--- config.mk ---
export PLATFORM = sky130hd
export DESIGN_NAME = hex_display_scan_flat
export DESIGN_NICKNAME = d
export VERILOG_FILES = /design/src/rtl/hex_display_scan_if.sv /design/src/rtl/hex_display_scan.sv /design/src/flat_wrapper.sv
export SDC_FILE = /design/constraint.sdc
export NUM_CORES = 1
export LEC_CHECK = 0
export CORE_MARGIN = 3
export CORE_UTILIZATION = 49
export DETAILED_ROUTE_END_ITERATION = 8
export PLACE_DENSITY = 0.82
export SETUP_SLACK_MARGIN = 0.2
export SLEW_MARGIN = 20
export SYNTH_ARGS = -nofsm -noshare
export SYNTH_HDL_FRONTEND = slang
export SYNTH_SLANG_ARGS = --single-unit
--- constraint.sdc ---
create_clock -name clk -period 2.2 [get_ports clk]
set_clock_uncertainty 0.05 [all_clocks]
set_input_delay 0.22 -clock clk [delete_from_list [all_inputs] [get_ports clk]]
set_output_delay 0.22 -clock clk [all_outputs]
set_load 0.02 [all_outputs]
--- src/rtl/hex_display_scan_if.sv ---
// hex_display_scan_if
//   Bundles the value-source side and the display-pin side of the
//   multiplexed hex display driver. Clock and reset are not part of the
//   bundle; they stay plain ports on the driver.
//
//   Signals:
//     i_value      [15:0] value to show, nibble [3:0] on digit 0 (rightmost)
//     i_dp         [3:0]  per-digit decimal point request, bit n -> digit n
//     i_blank_lz          1 = blank leading zero digits
//     o_seg        [6:0]  segments {g,f,e,d,c,b,a}, board polarity
//     o_dp                decimal point, board polarity
//     o_digit_sel  [3:0]  one-hot digit enable, board polarity
//     o_frame_done        one-cycle pulse after a new frame has been latched
//
//   Modports:
//     slave  - the display driver (consumes i_*, produces o_*)
//     master - the value source / board model (produces i_*, consumes o_*)

interface hex_display_scan_if;
    logic [15:0] i_value;
    logic [3:0]  i_dp;
    logic        i_blank_lz;
    logic [6:0]  o_seg;
    logic        o_dp;
    logic [3:0]  o_digit_sel;
    logic        o_frame_done;

    modport slave (
        input  i_value,
        input  i_dp,
        input  i_blank_lz,
        output o_seg,
        output o_dp,
        output o_digit_sel,
        output o_frame_done
    );

    modport master (
        output i_value,
        output i_dp,
        output i_blank_lz,
        input  o_seg,
        input  o_dp,
        input  o_digit_sel,
        input  o_frame_done
    );
endinterface

--- src/rtl/hex_display_scan.sv ---
// hex_display_scan
//   Multiplexed driver for a 4-digit 7-segment display. Shows a 16-bit value
//   as four hex digits, one digit per slot of SCAN_DIV clocks. Each slot
//   begins with BLANK_CYC clocks where every digit is off, which stops the
//   previous digit's segments from ghosting onto the next one. The input
//   value, decimal points and leading-zero mode are captured once per frame,
//   so a mid-frame change never mixes two values on the display.
//
//   Parameters:
//     SCAN_DIV        clocks per digit slot (>= 2)
//     BLANK_CYC       off clocks at the start of each slot (0 .. SCAN_DIV-1)
//     SEG_ACTIVE_LOW  1 = segment and dp pins are active-low
//     DIG_ACTIVE_LOW  1 = digit-select pins are active-low
//
//   Ports:
//     clk    clock
//     rst_n  asynchronous active-low reset; forces every output inactive
//     bus    hex_display_scan_if.slave (value inputs, display outputs)
//
//   All outputs are registered: what appears in cycle t+1 is derived from
//   the scan counters and shadow registers as they were in cycle t.

module hex_display_scan #(
    parameter int SCAN_DIV       = 50_000,
    parameter int BLANK_CYC      = 500,
    parameter bit SEG_ACTIVE_LOW = 1'b1,
    parameter bit DIG_ACTIVE_LOW = 1'b1
) (
    input  logic               clk,
    input  logic               rst_n,
    hex_display_scan_if.slave  bus
);

    localparam int                CNT_W   = $clog2(SCAN_DIV);
    localparam logic [CNT_W-1:0]  DIV_MAX = CNT_W'(SCAN_DIV - 1);

    // Inactive pin levels, used for reset and whenever nothing is lit.
    localparam logic [6:0] SEG_OFF = SEG_ACTIVE_LOW ? 7'h7F : 7'h00;
    localparam logic       DP_OFF  = SEG_ACTIVE_LOW;
    localparam logic [3:0] SEL_OFF = DIG_ACTIVE_LOW ? 4'hF : 4'h0;

    // Scan position.
    logic [CNT_W-1:0] div_cnt;
    logic [1:0]       dig_idx;
    logic             tick;
    logic             frame_tick;
    logic             in_gap;

    // Per-frame copy of the inputs.
    logic [15:0]      shadow_val;
    logic [3:0]       shadow_dp;
    logic             shadow_lz;

    // Logical (active-high) view of the current digit.
    logic [3:0]       nibble;
    logic [3:0]       digit_onehot;
    logic [3:0]       lz_blank;
    logic [6:0]       seg_l;
    logic             dp_l;
    logic [3:0]       sel_l;

    // Output registers at board polarity.
    logic [6:0]       seg_q;
    logic             dp_q;
    logic [3:0]       sel_q;
    logic             frame_done_q;

    // Logical segment pattern for one hex nibble, bit order {g,f,e,d,c,b,a}.
    function automatic logic [6:0] hex_to_seg(input logic [3:0] n);
        logic [6:0] s;
        case (n)
            4'h0:    s = 7'h3F;
            4'h1:    s = 7'h06;
            4'h2:    s = 7'h5B;
            4'h3:    s = 7'h4F;
            4'h4:    s = 7'h66;
            4'h5:    s = 7'h6D;
            4'h6:    s = 7'h7D;
            4'h7:    s = 7'h07;
            4'h8:    s = 7'h7F;
            4'h9:    s = 7'h6F;
            4'hA:    s = 7'h77;
            4'hB:    s = 7'h7C;
            4'hC:    s = 7'h39;
            4'hD:    s = 7'h5E;
            4'hE:    s = 7'h79;
            default: s = 7'h71;
        endcase
        return s;
    endfunction

    assign tick       = (div_cnt == DIV_MAX);
    // The last tick of digit 3 both wraps dig_idx to 0 and captures the
    // inputs, so digit 0 of the new frame already sees the new shadow.
    assign frame_tick = tick && (dig_idx == 2'd3);

    // The anti-ghosting gap covers the first BLANK_CYC clocks of a slot.
    // With BLANK_CYC = 0 there is no gap, so the compare is left out rather
    // than being a compare against zero.
    generate
        if (BLANK_CYC == 0) begin : g_no_gap
            assign in_gap = 1'b0;
        end else begin : g_gap
            localparam logic [CNT_W-1:0] BLANK_LIM = CNT_W'(BLANK_CYC);
            assign in_gap = (div_cnt < BLANK_LIM);
        end
    endgenerate

    // Slot divider and digit index. dig_idx is 2 bits, so it wraps 3 -> 0
    // by itself on the tick that ends digit 3.
    always_ff @(posedge clk or negedge rst_n) begin
        if (!rst_n) begin
            div_cnt <= '0;
            dig_idx <= 2'd0;
        end else if (tick) begin
            div_cnt <= '0;
            dig_idx <= dig_idx + 2'd1;
        end else begin
            div_cnt <= div_cnt + 1'b1;
        end
    end

    // Frame latch: inputs are only looked at on the frame tick.
    always_ff @(posedge clk or negedge rst_n) begin
        if (!rst_n) begin
            shadow_val <= 16'h0000;
            shadow_dp  <= 4'h0;
            shadow_lz  <= 1'b0;
        end else if (frame_tick) begin
            shadow_val <= bus.i_value;
            shadow_dp  <= bus.i_dp;
            shadow_lz  <= bus.i_blank_lz;
        end
    end

    // Leading-zero blanking per digit. A digit is blanked only when it and
    // every digit to its left are zero; digit 0 always shows, so the value
    // zero is displayed as a single '0'.
    always_comb begin
        lz_blank    = 4'b0000;
        lz_blank[3] = shadow_lz && (shadow_val[15:12] == 4'h0);
        lz_blank[2] = shadow_lz && (shadow_val[15:8]  == 8'h00);
        lz_blank[1] = shadow_lz && (shadow_val[15:4]  == 12'h000);
    end

    assign nibble       = shadow_val[{dig_idx, 2'b00} +: 4];
    assign digit_onehot = 4'b0001 << dig_idx;

    // Logical contents of the current slot. A blanked digit drops its
    // segments but keeps its decimal point, and stays enabled only when that
    // decimal point has to be lit. During the gap everything is off.
    always_comb begin
        seg_l = 7'h00;
        dp_l  = 1'b0;
        sel_l = 4'h0;
        if (!in_gap) begin
            dp_l = shadow_dp[dig_idx];
            if (!lz_blank[dig_idx]) begin
                seg_l = hex_to_seg(nibble);
                sel_l = digit_onehot;
            end else if (shadow_dp[dig_idx]) begin
                sel_l = digit_onehot;
            end
        end
    end

    // Output registers. Board polarity is applied here, as the very last
    // step, so the pins never see an intermediate combinational value.
    always_ff @(posedge clk or negedge rst_n) begin
        if (!rst_n) begin
            seg_q        <= SEG_OFF;
            dp_q         <= DP_OFF;
            sel_q        <= SEL_OFF;
            frame_done_q <= 1'b0;
        end else begin
            seg_q        <= seg_l ^ {7{SEG_ACTIVE_LOW}};
            dp_q         <= dp_l ^ SEG_ACTIVE_LOW;
            sel_q        <= sel_l ^ {4{DIG_ACTIVE_LOW}};
            frame_done_q <= frame_tick;
        end
    end

    assign bus.o_seg        = seg_q;
    assign bus.o_dp         = dp_q;
    assign bus.o_digit_sel  = sel_q;
    assign bus.o_frame_done = frame_done_q;

endmodule

--- src/flat_wrapper.sv ---
// flat-port wrapper written by rule: the top's interface ports become plain ports
module hex_display_scan_flat 
#(
    parameter int SCAN_DIV       = 50_000,
    parameter int BLANK_CYC      = 500,
    parameter bit SEG_ACTIVE_LOW = 1'b1,
    parameter bit DIG_ACTIVE_LOW = 1'b1
)
  (clk, rst_n, bus_i_value, bus_i_dp, bus_i_blank_lz, bus_o_seg, bus_o_dp, bus_o_digit_sel, bus_o_frame_done);
  hex_display_scan_if bus_i ();
  input  logic clk;
  input  logic rst_n;
  input wire logic [$bits(bus_i.i_value)-1:0] bus_i_value;
  input wire logic [$bits(bus_i.i_dp)-1:0] bus_i_dp;
  input wire logic [$bits(bus_i.i_blank_lz)-1:0] bus_i_blank_lz;
  output wire logic [$bits(bus_i.o_seg)-1:0] bus_o_seg;
  output wire logic [$bits(bus_i.o_dp)-1:0] bus_o_dp;
  output wire logic [$bits(bus_i.o_digit_sel)-1:0] bus_o_digit_sel;
  output wire logic [$bits(bus_i.o_frame_done)-1:0] bus_o_frame_done;
  assign bus_i.i_value = bus_i_value;
  assign bus_i.i_dp = bus_i_dp;
  assign bus_i.i_blank_lz = bus_i_blank_lz;
  assign bus_o_seg = bus_i.o_seg;
  assign bus_o_dp = bus_i.o_dp;
  assign bus_o_digit_sel = bus_i.o_digit_sel;
  assign bus_o_frame_done = bus_i.o_frame_done;
  hex_display_scan #(.SCAN_DIV(SCAN_DIV), .BLANK_CYC(BLANK_CYC), .SEG_ACTIVE_LOW(SEG_ACTIVE_LOW), .DIG_ACTIVE_LOW(DIG_ACTIVE_LOW)) u_core (.clk(clk), .rst_n(rst_n), .bus(bus_i));
endmodule
After elaboration in Yosys (flattened, before gate mapping)
Memory sizes are Yosys's and may differ from the RTL's.
Index checks and enable logic that the tools add are counted.
- memories: 1
- register bits: 52
- ROM bits: 112
- bits in latches: 0
- bits in writable memories: 0
- output and inout port bits: 13
- word-level logic and storage cells: 39
- bitwise gates (word level): 3
- divide/modulo/power cells: 0
- equal/unequal tests: 2
- multiplexer cells: 11
- add/sub/neg operators: 2
- reduce and logical (&&, ||, !) cells: 7
- shifts and indexed selects: 2
- $lt $le $gt $ge: 2
- $mul: 0
- memory list (name ; depth ; bits a word ; read ports ; clocked after Yosys merged registers in ; wr ports ; line ; source):
    (name not given) ; 16 ; 7 ; 1 ; 0 ; 0 ; hex_display_scan.sv:71 ; case (n)
- operators by type and width (kind ; count):
    $add 16x1->16 const B ; 1
    $eq 16x16->1 const B ; 1
    $lt 16x9->1 const B ; 1
    $mux 16 ; 1
    $shiftx 16x5->4 ; 1
    $mux 7 ; 2
    $logic_not 12->1 ; 1
    $mux 4 ; 3
    $logic_not 8->1 ; 1
    $not 7->7 ; 1
    $bmux 1 s2 ; 2
    $logic_and 1x1->1 ; 4
    $logic_not 4->1 ; 1
    $not 4->4 ; 1
    $shl 1x2->4 const A ; 1
    $lt 2x3->1 const B ; 1
    $mux 1 ; 3
    $add 2x1->2 const B ; 1
    $eq 2x2->1 const B ; 1
    $not 1->1 ; 1

Depth between registers and ports, before layout
- depth in word-level cells: 7
- depth in mapped cells: 9

Worst setup path before layout
No wires, ideal clock.
- kind: register to register
- start: register u_core.dig_idx[0]
- end: register u_core.seg_q[3] (netlist: u_core.bus.o_seg[3])
- arrival: 2.256 ns
- required time: 2.062 ns
- cell stages (with the launch flop): 8
- setup time: 0.088 ns
- path buffers: 1
- setup slack: -0.194 ns
- path through: dfrtp_1 > buf_2 > mux4_1 > inv_1 > ha_1 > inv_1 > mux4_1 > or3_1
- cells in the longest elaborated chain, start to end: 5
- elaborated cells on any way between the ends: 7
- those cells by class: shift (1); mux (4); bitwise (1); memory (1)
- RTL lines (item ; line ; source):
    start, declared ; hex_display_scan.sv:44 ; logic [1:0] dig_idx;
    start signal, assigned ; hex_display_scan.sv:117 ; dig_idx <= dig_idx + 2'd1;
    $shiftx 16x5->4 / $bmux 1 s2 (equally long branches) ; hex_display_scan.sv:146, hex_display_scan.sv:158 ;
    $mem_v2 16x7 / $mux 1 (equally long branches) ; -- ;
    $mux 7 * ; hex_display_scan.sv:158 ; if (!lz_blank[dig_idx]) begin
    $mux 7 * ; hex_display_scan.sv:156 ; if (!in_gap) begin
    $not 7->7 (no line) * ; -- ;
    end signal, assigned ; hex_display_scan.sv:176 ; seg_q <= seg_l ^ {7{SEG_ACTIVE_LOW}};
    end, declared ; hex_display_scan.sv:63 ; logic [6:0] seg_q;
Every way passes the cells marked *; elsewhere a longest branch is shown, timed or not. The select of a mux whose other input is x is not followed.
A chain may end at the register's enable or synchronous reset.

Worst setup path in the final report
Same ends and word-level chain as after synthesis.

==> flow_metrics.py <==
metrics = {
    "placed_design": {
        "gp_congestion": 0.861,
        "io_buffers": 35,
        "dp_hpwl_mm": 3.53,
        "place_ws_ps": 15.7,
    },
    "logic_synthesis": {
        "synth_most_common_cell": "dfrtp_1",
        "ys_seq_elements": 52,
        "synth_area_um2": 2580,
        "ys_warn_count": 0,
        "ys_top_cells_by_area": "dfrtp_1 (39%), dfstp_2 (12%), mux2_1 (8.3%)",
        "synth_top_cell_area_share": 0.387,
        "syn_area_per_cell_um2": 12.1,
        "async_flop_share": 1.00,
        "syn_nets": 247,
        "synth.distinct_cells": 40,
        "yosysTopAreaCell": "dfrtp_1",
        "syn_inst": 213,
        "ys.flop_type": "dfrtp_1",
        "ys_seq_area_frac": 0.509,
        "synth_edf_count": 0,
        "synth.top_cells.by_count": "dfrtp_1 (40), mux2_1 (19), nand2_1 (18), nor2_1 (14), dfstp_2 (12)",
    },
    "detailed_routing": {
        "first_pass_iters": 4,
        "post-route-drc-count": 0,
        "wl_per_cell_um": 15.6,
        "wirelength_mm": 5.44,
        "drt_iter0_drc": 139,
        "vias": 1882,
        "ant_nets": 0,
        "vias_per_cell": 5.41,
    },
    "sta": {
        "max_slew_margin": 0.590,
        "slew_violations": 0,
        "post-route-period-util": 0.985,
        "fmax_mhz": 462,
        "rsz0062_at_grt": "true",
        "finalHoldViolCount": 0,
        "min_period_ps": 2170,
        "finalWorstSetupSlack_ps": 33.5,
        "holdWs_ps": 467,
        "finalSetupViolCount": 0,
        "worstMarginPinSlew_ps": 614,
    },
    "clocking": {
        "cts_made_buffers": 5,
        "cts_sinks": 52,
        "tritoncts": "done",
        "clk_pin_slew_ps": 100,
        "htree_levels": 2,
        "clock_latency_ps": 300,
        "cts-root-buf": "clkbuf_8",
        "clk_path_buf_depth": 2,
    },
    "finish": {
        "area_growth_pct": 34.3,
        "nets": 314,
        "drive_above_1_share": 0.317,
        "antennaDiodeCount": 0,
    },
    "global_route": {
        "gr-usage-met2": 0.272,
        "antenna_found_initial": 0,
        "grt_pass1_wl_mm": 8.47,
        "grt_util_met3": 0.0275,
        "grt_overflow": 0,
        "gr-max-usage-layer": "met2",
        "grt_pass1_vias": 1802,
        "grt_max_degree": 53,
        "grt_use_met1": 0.238,
        "grt_usage": 0.174,
    },
    "floorplan": {
        "start_util": 0.526,
        "die_width_um": 78.6,
        "num_rows": 25,
        "pin_count": 36,
        "die_h_um": 78.6,
        "core_area_um2": 4910,
        "die_area_um2": 6180,
    },
    "power": {
        "ir_worst_vdd_mv": 0.332,
        "p_leak_nw": 1.52,
        "p_per_area_nw_per_um2": 477,
        "total_power_mw": 1.66,
    },
    "setup_path": {
        "worstPathRequired_ps": 2380,
        "cp_max_fo": 5,
        "cp-end-kind": "register",
        "worstPathArrival_ps": 2340,
        "criticalPathCategory": "reg2reg",
        "worstSetupStartpointType": "register",
        "worst-r2r-cell-count": 6,
    },
    "job": {
        "cap_violations": 0,
    },
    "outcome": {
        "status": "finished, final reports clean",
    },
    "min_path": {
        "hold_path_class": "reg2reg",
        "holdPathStages": 1,
    },
}
==> cell usage in the layout (no fill, tap or decap), types with 6 or more instances in the layout <==
cell type,count
dfstp_2,12
ha_1,9
nor3_1,6
xnor2_1,6
inv_1,7
mux2_4,21
nor2_1,14
nand2_1,18
nand3_1,8
clkdlybuf4s50_1,34
xor2_1,9
buf_4,26
dfrtp_1,38
==> area by class of cell <==
cell class | count | area, um^2
multi-input combinational | 145 | 1280
fill | 342 | 1440
tap | 67 | 83.8
timing repair buffer | 67 | 643
inverter | 9 | 33.8
clock inverter | 3 | 42.5
sequential | 52 | 1320
clock buffer | 5 | 68.8
==> flip-flops by register name (all words and copies together), names as in the netlist <==
signal / count
u_core.div_cnt: 16
u_core.shadow_val: 16
u_core.bus.o_seg: 7
u_core.bus.o_digit_sel: 4
u_core.shadow_dp: 4
u_core.dig_idx: 2
u_core.bus.o_dp: 1
u_core.bus.o_frame_done: 1
u_core.shadow_lz: 1
==> power breakdown <==
group / switching, mW / internal (mW) / leakage, nW / total [mW]
Sequential: 0 / 0.956 / 0.668 / 0.956
Combinational: 0.0236 / 0.0361 / 0.800 / 0.0597
Clock: 0.304 / 0.337 / 0.0541 / 0.641
==> through the flow <==
step                std cells  setup TNS, ps   util  instance area, um^2
global route              348          -94.7  0.707                 3470
CTS                       337              0  0.666                 3270
finish                    348              0  0.707                 3470
detailed placement        324              0  0.630                 3090
global placement          324              0  0.630                 3090
floorplan                 213          -30.6      -                 2590
==> path summary, 6_finish.rpt <==
check | from | end | slack (ps)
max in group asynchronous | rst_n | u_core.div_cnt[11]$_DFF_PN0_ | 1170
min in group asynchronous | rst_n | u_core.div_cnt[13]$_DFF_PN0_ | 510
min | u_core.shadow_dp[0]$_DFFE_PN0P_ | u_core.shadow_dp[0]$_DFFE_PN0P_ | 470
min reg2reg | u_core.shadow_dp[0]$_DFFE_PN0P_ | u_core.shadow_dp[0]$_DFFE_PN0P_ | 470
max | u_core.dig_idx[0]$_DFFE_PN0N_ | u_core.bus.o_seg[3]$_DFF_PN1_ | 30
max reg2reg | u_core.dig_idx[0]$_DFFE_PN0N_ | u_core.bus.o_seg[3]$_DFF_PN1_ | 30
==> metal layers <==
metal	part of all wire	vias up
met4	0.013	0
met3	0.038	4
met5	0	-
met1	0.46	926
met2	0.49	58
li1	-	894
==> logic make-up after synthesis <==
group	after synthesis	share of synthesized area
simple gates	66	0.127
xor+xnor	15	0.0508
flops	52	0.509
mux	32	0.170
fa+ha+maj	11	0.0532
compound gates	21	0.0557
buf+inv	16	0.0334
==> critical path, cell delays in order, from the launching register on <==
cell and delay, ps:
dfrtp_1 430, mux4_2 420, inv_2 50, buf_4 150
ha_1 210, mux4_2 460, or3_1 310
==> timing repair <==
action                     CTS  global route
resized for setup            7            26
gates cloned                 0             3
setup endpoints to repair   18            26
hold buffers                 1             0
buffers inserted             4             8
pin swaps                    0             4
hold endpoints to repair    40             0
Power figures use the tool's default switching activity.
